## config.mk

```make
export PLATFORM = sky130hd
export DESIGN_NAME = rca_accum_pipe
export DESIGN_NICKNAME = d
export VERILOG_FILES = /design/src/rtl/rca_pkg.sv /design/src/rtl/rca_sum_stage.sv /design/src/rtl/rca_accum_pipe.sv
export SDC_FILE = /design/constraint.sdc
export NUM_CORES = 1
export LEC_CHECK = 0
export BUFFER_PORTS_ARGS = -buffer_cell sky130_fd_sc_hd__buf_4
export CAP_MARGIN = 5
export CORE_MARGIN = 4
export CORE_UTILIZATION = 55
export CTS_BUF_LIST = sky130_fd_sc_hd__clkbuf_16
export DETAILED_ROUTE_END_ITERATION = 7
export GPL_TIMING_DRIVEN = 0
export PLACE_DENSITY = 0.87
export SETUP_SLACK_MARGIN = 0.15
export SLEW_MARGIN = 20
export SYNTH_ARGS = -nofsm -noshare
export SYNTH_HDL_FRONTEND = slang
export SYNTH_HIERARCHICAL = 1
export SYNTH_SLANG_ARGS = --single-unit
export TNS_END_PERCENT = 5
```

## constraint.sdc

```tcl
create_clock -name clk -period 2.8 [get_ports clk]
set_input_delay 0.14 -clock clk [delete_from_list [all_inputs] [get_ports clk]]
set_output_delay 0.14 -clock clk [all_outputs]
set_load 0.02 [all_outputs]
```

## src/rtl/rca_pkg.sv

```systemverilog
// Shared types and helpers for the streaming multi-operand adder.
// Holds the accumulate FSM state type and the wrap/saturate add.
package rca_pkg;

  typedef enum logic {
    IDLE = 1'b0,
    RUN  = 1'b1
  } acc_state_e;

  localparam int MAX_W = 64;

  typedef struct packed {
    logic             carry;
    logic [MAX_W-1:0] sum;
  } add_res_t;

  function automatic int min_out_w(
    input int w,
    input int n
  );
    return w + $clog2(n);
  endfunction

  // w-bit add; carry is bit w of the result.
  // Saturation clamps to all-ones on carry.
  function automatic add_res_t sat_add(
    input logic [MAX_W-1:0] a,
    input logic [MAX_W-1:0] b,
    input int unsigned      w,
    input logic             sat
  );
    logic [MAX_W:0] t;
    logic [MAX_W:0] m;
    add_res_t       r;
    t = {1'b0, a} + {1'b0, b};
    m = ((MAX_W+1)'(1) << w) - (MAX_W+1)'(1);
    r.carry = |(t & ~m);
    if (sat && r.carry) r.sum = m[MAX_W-1:0];
    else r.sum = t[MAX_W-1:0] & m[MAX_W-1:0];
    return r;
  endfunction

endpackage

```

## src/rtl/rca_sum_stage.sv

```systemverilog
// Combinational NUM_OPS x WIDTH adder, zero-extended to OUT_W.
// OUT_W is wide enough that the sum never overflows.
import rca_pkg::*;

module rca_sum_stage #(
  parameter int WIDTH   = 8,
  parameter int NUM_OPS = 3,
  parameter int OUT_W   = 11
) (
  input  logic [NUM_OPS*WIDTH-1:0] i_ops,
  output logic [OUT_W-1:0]         o_sum
);

  always_comb begin
    o_sum = '0;
    for (int i = 0; i < NUM_OPS; i++) begin
      o_sum = o_sum + OUT_W'(i_ops[i*WIDTH +: WIDTH]);
    end
  end

endmodule

```

## src/rtl/rca_accum_pipe.sv

```systemverilog
// Two-stage streaming adder: S1 sums a beat, S2 emits it or
// folds a packet into a wrap/saturate accumulator.
import rca_pkg::*;

module rca_accum_pipe #(
  parameter int WIDTH   = 8,
  parameter int NUM_OPS = 3,
  parameter int OUT_W   = 11,
  parameter int CNT_W   = 8
) (
  input  logic                     clk,
  input  logic                     rst_n,
  input  logic                     in_valid,
  output logic                     in_ready,
  input  logic [NUM_OPS*WIDTH-1:0] in_ops,
  input  logic                     in_last,
  input  logic                     cfg_acc,
  input  logic                     cfg_sat,
  output logic                     out_valid,
  input  logic                     out_ready,
  output logic [OUT_W-1:0]         out_sum,
  output logic                     out_ovf,
  output logic [CNT_W-1:0]         out_count,
  output logic                     busy
);

  localparam int MIN_W = min_out_w(WIDTH, NUM_OPS);

  if (OUT_W < MIN_W || OUT_W >= MAX_W || NUM_OPS < 2) begin : g_bad
    $error("rca_accum_pipe: OUT_W too small or NUM_OPS < 2");
  end

  logic [OUT_W-1:0] w_beat_sum;
  logic             w_busy;
  logic             w_s2_go;
  logic             w_in_rdy;
  logic             w_accept;
  logic             w_mode_acc;
  logic             w_mode_sat;
  add_res_t         w_add;
  logic [OUT_W-1:0] w_acc_nx;
  logic             w_ovf_nx;
  logic [CNT_W-1:0] w_cnt_inc;

  logic             r_s1_valid;
  logic [OUT_W-1:0] r_s1_sum;
  logic             r_s1_last;
  logic             r_s1_acc;
  logic             r_s1_sat;
  logic             r_act_acc;
  logic             r_act_sat;

  acc_state_e       r_state;
  logic [OUT_W-1:0] r_acc;
  logic [CNT_W-1:0] r_cnt;
  logic             r_ovf;
  logic             r_out_valid;
  logic [OUT_W-1:0] r_out_sum;
  logic             r_out_ovf;
  logic [CNT_W-1:0] r_out_count;

  rca_sum_stage #(
    .WIDTH   (WIDTH),
    .NUM_OPS (NUM_OPS),
    .OUT_W   (OUT_W)
  ) u_sum (
    .i_ops (in_ops),
    .o_sum (w_beat_sum)
  );

  assign w_busy   = r_s1_valid | r_out_valid | (r_state == RUN);
  assign w_s2_go  = !r_out_valid || out_ready;
  assign w_in_rdy = rst_n && (!r_s1_valid || w_s2_go);
  assign w_accept = in_valid && w_in_rdy;

  // Mode is frozen while anything is in flight.
  assign w_mode_acc = w_busy ? r_act_acc : cfg_acc;
  assign w_mode_sat = w_busy ? r_act_sat : cfg_sat;

  assign w_add = sat_add(MAX_W'(r_acc), MAX_W'(r_s1_sum),
                         OUT_W, r_s1_sat);
  assign w_acc_nx  = w_add.sum[OUT_W-1:0];
  assign w_ovf_nx  = r_ovf | w_add.carry;
  assign w_cnt_inc = (&r_cnt) ? r_cnt : r_cnt + CNT_W'(1);

  always_ff @(posedge clk or negedge rst_n) begin
    if (!rst_n) begin
      r_s1_valid <= 1'b0;
      r_s1_sum   <= '0;
      r_s1_last  <= 1'b0;
      r_s1_acc   <= 1'b0;
      r_s1_sat   <= 1'b0;
      r_act_acc  <= 1'b0;
      r_act_sat  <= 1'b0;
    end else begin
      if (w_accept) begin
        r_s1_valid <= 1'b1;
        r_s1_sum   <= w_beat_sum;
        r_s1_last  <= in_last;
        r_s1_acc   <= w_mode_acc;
        r_s1_sat   <= w_mode_sat;
      end else if (w_s2_go) begin
        r_s1_valid <= 1'b0;
      end
      if (w_accept && !w_busy) begin
        r_act_acc <= cfg_acc;
        r_act_sat <= cfg_sat;
      end
    end
  end

  always_ff @(posedge clk or negedge rst_n) begin
    if (!rst_n) begin
      r_state     <= IDLE;
      r_acc       <= '0;
      r_cnt       <= '0;
      r_ovf       <= 1'b0;
      r_out_valid <= 1'b0;
      r_out_sum   <= '0;
      r_out_ovf   <= 1'b0;
      r_out_count <= '0;
    end else if (w_s2_go) begin
      r_out_valid <= 1'b0;
      if (r_s1_valid) begin
        if (!r_s1_acc) begin
          r_out_valid <= 1'b1;
          r_out_sum   <= r_s1_sum;
          r_out_ovf   <= 1'b0;
          r_out_count <= CNT_W'(1);
        end else begin
          unique case (r_state)
            IDLE: begin
              r_acc <= r_s1_sum;
              r_cnt <= CNT_W'(1);
              r_ovf <= 1'b0;
              if (r_s1_last) begin
                r_out_valid <= 1'b1;
                r_out_sum   <= r_s1_sum;
                r_out_ovf   <= 1'b0;
                r_out_count <= CNT_W'(1);
              end else begin
                r_state <= RUN;
              end
            end
            RUN: begin
              r_acc <= w_acc_nx;
              r_cnt <= w_cnt_inc;
              r_ovf <= w_ovf_nx;
              if (r_s1_last) begin
                r_out_valid <= 1'b1;
                r_out_sum   <= w_acc_nx;
                r_out_ovf   <= w_ovf_nx;
                r_out_count <= w_cnt_inc;
                r_state     <= IDLE;
              end
            end
            default: r_state <= IDLE;
          endcase
        end
      end
    end
  end

  assign in_ready  = w_in_rdy;
  assign out_valid = r_out_valid;
  assign out_sum   = r_out_sum;
  assign out_ovf   = r_out_ovf;
  assign out_count = r_out_count;
  assign busy      = w_busy;

endmodule

```

==> metrics.md, run 1 <==
| Metric | Value |
|---|---|
| HP Class | `input port to flop` |
| RR Startpoint | `r_s1_sum[0]` |
| Syn Nets | `441` |
| Post-Syn Area | `3720 um^2` |
| Synth Area in Adders | `11.8%` |
| Detailed placer's ending HPWL | `6520 um` |
| Worst hold slack | `52.4 ps` |
| Placed insts | `511` |
| Slew margin rel. | `50.4%` |
| Largest net degree at the start of global routing | `61` |
| Clock net sink count | `59` |
| Diodes inserted | `0` |
| CP Capture Type | `flop` |
| Worst setup path class | `flop to flop` |
| Worst R2R End | `out_sum[10]` |
| I/O Pins | `54` |
| CTS resizes | `0` |
| CP arrival | `2530 ps` |
| Max VDD drop | `0.000480 V` |
| Setup TNS | `0 ps` |
| Buf/Inv on CP | `1` |
| Post-synthesis area per instance | `9.76 um^2` |
| Worst Hold Depth | `2` |
| Critical path, cell by cell | `ha_1 > inv_1 > fa_1 > nor2b_1 > o2111ai_1 > nand2_1 > o21ai_0 > nor4_2 > a31oi_1` |
| Worst R2R Setup Slack | `470 ps` |
| DR pass1 iterations | `5` |
| Global route overflow | `0` |
| Total power | `3.19 mW` |
| First-pass GRT wire length | `14900 um` |
| Die area | `8140 um^2` |
| Layout cells sized above 1 | `21.7%` |
| Core area | `6460 um^2` |
| Final Hold Viols | `0` |
| Minimum clock period | `2330 ps` |
| Yosys Warn Count | `6` |
| Max Clock Skew | `9.01 ps` |
| Antenna Nets Post-Route | `0` |
| Run status | `finished clean` |
| Hold Path End | `r_s1_last` |
| Root Driver | `clkbuf_16` |
| Starting Density | `57.6%` |
| Largest family of logic cells by synthesized area | `compound AO/OA/AOI/OAI gates` |
| Critical Path Source Type | `flop` |
| Top delay family on crit path | `simple AND/OR/NAND/NOR gates` |
| Total leakage power | `2.16 nW` |
| Gate Count Post-Synth | `381` |
| Seq/Total Area, Yosys | `39.7%` |
| Initial antenna violation count | `0` |
| Die Y | `90.2 um` |
| Vias in the first global route | `3146` |
| TritonCTS Buffers | `9` |
| Peak fanout along the critical path | `4` |
| Reg2reg path depth | `9` |
| Gr usage total | `22.9%` |
| WP data required | `3000 ps` |
| Achievable Freq | `429 MHz` |
| Die width | `90.2 um` |
| Cell Rows | `29` |
| WL final | `8930 um` |
| Fillers | `493` |
| Post-synthesis compound-gate area fraction | `19.5%` |
| # DRC | `0` |
| Xor and xnor area share after synthesis | `3.06%` |
| Wire length per cell | `16.9 um` |
| Register area | `1480 um^2` |
| Mux share of post-synthesis cell area | `6.12%` |
| # H-tree levels | `3` |
| PortBufs | `53` |
| Cell Area, Placed | `4210 um^2` |
| Clk_lat worst skew | `330 ps` |
| Final GP Congestion | `0.921` |
| Pins Over Slew Limit | `0` |
| CTS tree | `built` |
| CTS Buffer Depth | `2` |
| P&R area growth vs syn | `20.6%` |
| RSZ-0062 raised after global routing | `false` |
| Main synth FF type | `dfrtp_1` |
| Post-CTS Setup Bufs | `0` |
| Via count | `3236` |
| Routed vias/inst | `6.13` |
| CTS clk-pin slew, worst paths | `50 ps` |
| Post-route cell area | `4480 um^2` |
| Worst Tran Pin Value | `744 ps` |
| Slowest CP cell | `dfrtp_1` |
| Ys async rst share | `100%` |
| Synth Area in Simple Gates | `16.0%` |
| Yosys reg bits | `59` |
| Max_cap viols | `0` |
| Crit path largest cell delay | `400 ps` |
| Hold path startpoint | `in_last` |
| Nets | `506` |
| # setup viols final | `0` |
| Synth unique cells | `59` |
| Drt first-iter violations | `312` |
| Number of synthesized flops with an enable pin | `0` |
| Final period util | `83.2%` |
| Area of the multi-input gates | `2100 um^2` |
| Pwr Density | `712 nW/um^2` |
| Post-route insts no fill | `528` |
## routing by layer
metal,up-vias,share of wire [%],track usage (%)
met5,-,0,0
met3,25,6.7,6.76
met2,125,50,37.3
li1,1516,-,-
met1,1570,41,28.9
met4,0,2.2,8.42
## worst reg2reg max path, delay by kind of cell (launching register included)
family / cells / cell delay [ps]
AO/OA/AOI/OAI: 3 / 430
adder cells (fa/ha/maj): 2 / 610
buffers and inverters: 1 / 60
flip-flops: 1 / 400
AND/OR/NAND/NOR: 3 / 690
## synth_stat cells (6+ instances only)
cell type | count | share of area (%)
nand3_1 | 11 | 1.5
a21o_1 | 12 | 2.4
fa_1 | 10 | 5.4
buf_2 | 6 | 0.81
a22o_1 | 7 | 1.6
clkbuf_1 | 8 | 0.81
xor2_1 | 6 | 1.4
o21ai_0 | 20 | 2.7
nand2_1 | 41 | 4.1
ha_1 | 19 | 6.4
nor2_1 | 20 | 2.0
nor3_1 | 14 | 1.9
dfrtp_1 | 59 | 40
mux2_2 | 14 | 4.2
inv_1 | 16 | 1.6
a21oi_1 | 17 | 2.3
o21ai_1 | 10 | 1.3
mux2i_1 | 7 | 1.9
o31ai_1 | 6 | 1.2
xnor2_1 | 7 | 1.6
## worst max path at each step
| stage | slack (ps) | end | startpoint | cells past startpoint |
|---|---|---|---|---|
| after floorplan | 670 | r_s1_sum[9] | in_ops[1] | 8 |
| after global placement | 440 | r_s1_sum[9] | in_ops[1] | 9 |
| after detailed placement | 390 | r_s1_sum[9] | in_ops[1] | 9 |
| after CTS | 500 | out_sum[10] | r_s1_sum[0] | 9 |
| after global routing | 250 | out_sum[10] | r_s1_sum[0] | 9 |
| final | 470 | out_sum[10] | r_s1_sum[0] | 9 |
## state kept, by name, indices dropped and copies added (netlist names)
name / count
out_valid: 1
r_state: 1
out_count: 8
r_act_acc: 1
r_ovf: 1
r_s1_sum: 11
r_s1_acc: 1
r_cnt: 8
r_acc: 11
r_s1_sat: 1
out_sum: 11
r_act_sat: 1
r_s1_valid: 1
out_ovf: 1
r_s1_last: 1
## placed cells by master (no fill, tap or decap), types with 2 or more instances in the layout
master	n
nand3_1	11
buf_2	6
and3_1	5
mux2_2	14
o31ai_1	6
o21ai_1	10
o21bai_1	3
nor3_1	14
dfrtp_1	59
o21ai_0	20
fa_1	10
xor2_1	6
clkinv_2	2
clkbuf_1	8
o22ai_1	5
o21ai_2	2
nor2b_1	4
nor2_1	20
nand3b_1	2
clkinv_1	2
a21oi_1	17
mux2i_1	7
buf_4	54
o211ai_1	3
clkinvlp_4	2
a21o_1	12
clkbuf_16	9
and2_1	4
a31oi_1	5
nand2_1	41
inv_1	17
ha_1	19
nor3b_1	3
nand2b_1	4
xnor2_1	7
a22o_1	7
a211oi_1	4
## cell type report
| type | count | share of cell area, % |
|---|---|---|
| multi-input combinational | 290 | 46.9 |
| sequential | 59 | 32.9 |
| timing repair buffer | 54 | 9.10 |
| clock buffer | 9 | 5.02 |
| tap | 77 | 2.15 |
| buffer | 16 | 1.76 |
| inverter | 16 | 1.34 |
| clock inverter | 7 | 0.809 |
## through the flow
stage	setup WS, ps	utilization, %
finish	470	69.4
global route	248	69.4
CTS	500	69.4
detailed placement	393	65.2
global placement	437	65.2
floorplan	674	-
## cell families after synthesis
family / count (synthesis)
AO/OA/AOI/OAI: 107
XOR/XNOR: 13
adder cells (fa/ha/maj): 29
buffers and inverters: 32
flip-flops: 59
multiplexers: 21
other: 1
AND/OR/NAND/NOR: 119
## repair_timing
item	4_1_cts	5_1_grt
setup endpoints to repair	0	0
hold buffers	1	0
endpoints found under the hold margin	59	0
## power by group
part           leakage [nW]  switching [mW]  total [mW]  internal, mW
clock                 0.127           0.390       0.974         0.584
sequential            0.767           0.134        1.13         0.993
combinational          1.27           0.596        1.09         0.498
total                  2.16            1.12        3.19          2.08
No activity file was read; power rests on OpenSTA's default activity.
==> inputs of run 2 (changes only) <==
CORE_UTILIZATION = 52   (was 55)
clock period = 2 ns   (was 2.8 ns; I/O delays follow)
==> run 2 against run 1 <==
Net effect: the flow now finishes with violations (hold timing, setup timing); sequential power grew 45%; first-iteration DRC count rose by 56%; total power increased by 69%; die area is 5.3% higher; critical path depth stayed put; cell count increased by 5.9%; register-to-register slack worse by 670 ps; clock skew hardly changed; flip-flop and latch count did not move; cell area grew 12%; routed wire length up 30%; utilization rose by 3.6 points; critical path type unchanged; critical endpoint is now r_acc[3].
==> metrics.md, run 2 (synthesized netlist as in run 1, its figures left out) <==
| Metric | Value |
|---|---|
| Run status | `finished with violations` |
| Failing checks | `hold timing, setup timing` |
| Layout cells sized above 1 | `36.3%` |
| Fillers | `429` |
| Die Y | `92.6 um` |
| Critical Path Source Type | `flop` |
| RSZ-0062 raised after global routing | `true` |
| Post-route cell area | `5020 um^2` |
| # setup viols final | `22` |
| Clock share of power | `31.6%` |
| Worst setup margin | `-199 ps` |
| Routed vias/inst | `6.42` |
| CTS clk-pin slew, worst paths | `60 ps` |
| Minimum clock period | `2200 ps` |
| RR Startpoint | `r_s1_sum[2]` |
| Most frequent cells in the layout | `buf_4, dfrtp_1, nand2_1, nor2_1, o21ai_1` |
| Max_cap viols | `0` |
| WL final | `11600 um` |
| Global route overflow | `0` |
| First-pass GRT wire length | `16700 um` |
| P&R area growth vs syn | `34.9%` |
| CTS tree | `built` |
| Largest net degree at the start of global routing | `61` |
| Worst hold slack | `-167 ps` |
| Vias in the first global route | `3374` |
| Most common cell after layout, fill and taps aside | `buf_4` |
| Die width | `92.6 um` |
| Max Clock Skew | `8.57 ps` |
| Int Pwr | `3.47 mW` |
| Pwr Density | `1070 nW/um^2` |
| Slew margin rel. | `49.2%` |
| Antenna Nets Post-Route | `0` |
| Reg2reg path depth | `9` |
| Peak fanout along the critical path | `7` |
| Wire length per cell | `20.7 um` |
| Drt first-iter violations | `487` |
| I/O Pins | `54` |
| Worst R2R End | `r_acc[3]` |
| Cell Rows | `30` |
| Sw Pwr | `1.92 mW` |
| Detailed placer's ending HPWL | `6360 um` |
| Gr usage total | `24.9%` |
| Total leakage power | `2.29 nW` |
| Clk_lat worst skew | `340 ps` |
| CP arrival | `2440 ps` |
| WP data required | `2240 ps` |
| Max VDD drop | `0.000617 V` |
| Starting Density | `54.1%` |
| Sequential power share | `30.5%` |
| Comb pwr share | `37.9%` |
| HP Class | `input port to async pin` |
| # DRC | `0` |
| Final GP Congestion | `0.909` |
| Final period util | `110%` |
| Clock net sink count | `59` |
| Die area | `8570 um^2` |
| Area of the multi-input gates | `2420 um^2` |
| Switching part of the total | `35.7%` |
| Pre-CTS WS | `-337 ps` |
| Cell Area, Placed | `4250 um^2` |
| Worst R2R Setup Slack | `-200 ps` |
| Total power | `5.39 mW` |
| Core area | `6870 um^2` |
| Diodes inserted | `0` |
| Register area | `1490 um^2` |
| # H-tree levels | `3` |
| Achievable Freq | `455 MHz` |
| Root Driver | `clkbuf_16` |
| Via count | `3588` |
| CTS Buffer Depth | `2` |
| PortBufs | `53` |
| DR pass1 iterations | `6` |
| Worst setup path class | `flop to flop` |
| Worst Tran Pin Value | `762 ps` |
| Final Hold Viols | `60` |
| Nets | `518` |
| CP Capture Type | `flop` |
| Pins Over Slew Limit | `0` |
| TritonCTS Buffers | `9` |
| Initial antenna violation count | `0` |
| Setup TNS | `-2850 ps` |
run 2: layout make-up:
cell class / count / share of cell area [%]
multi-input combinational: 290 / 48.2
sequential: 59 / 29.7
timing repair buffer: 66 / 10.3
clock buffer: 9 / 4.49
tap: 96 / 2.39
clock inverter: 7 / 2.00
buffer: 16 / 1.72
inverter: 16 / 1.20
run 2: through the flow:
step                util [%]  instances
finish                  73.0        559
global route            73.0        559
CTS                     69.3        551
detailed placement      61.8        530
global placement        61.8        530
floorplan                  -        381
run 2: critical path, stage by stage, from the launching register on:
cell and delay [ps]:
dfrtp_2 440, ha_4 320, o211ai_1 180, o21bai_4 250
nand3_2 140, a21boi_4 230, buf_12 170, buf_8 110
o22ai_1 70, o21ai_1 190
run 2: metal layers:
metal  track usage [%]  wire, um
met1              31.5      4080
met2              40.8      5730
met3              3.74      1140
met4              13.4       648
met5                 0         0
run 2: how the worst max path moves through the flow:
| stage | cells after the start | endpoint | from | slack (ps) |
|---|---|---|---|---|
| after global routing | 9 | r_acc[3] | r_acc[2] | -310 |
| after global placement | 9 | out_sum[10] | r_s1_sum[0] | -240 |
| after floorplan | 9 | out_sum[10] | r_s1_sum[0] | 40 |
| final | 9 | r_acc[3] | r_s1_sum[2] | -200 |
| after CTS | 9 | out_sum[10] | r_s1_sum[0] | -160 |
| after detailed placement | 8 | r_s1_sum[8] | in_ops[2] | -340 |
run 2: repair_timing:
action	in CTS	in global routing
cloned	0	1
endpoints found under the hold margin	59	59
endpoints found under the setup margin	37	43
pin swaps	11	38
buffers inserted	5	7
gates resized for setup	26	54
run 2: power groups by stage:
stage | sequential, mW | combinational (mW) | clock (mW)
2_1_floorplan | 1.66 | 0.960 | 0
3_3_place_gp | 1.59 | 1.46 | 0
3_5_place_dp | 1.60 | 1.51 | 0
4_1_cts | 1.62 | 1.69 | 1.68
5_1_grt | 1.66 | 2.17 | 1.77
6_report | 1.64 | 2.04 | 1.71
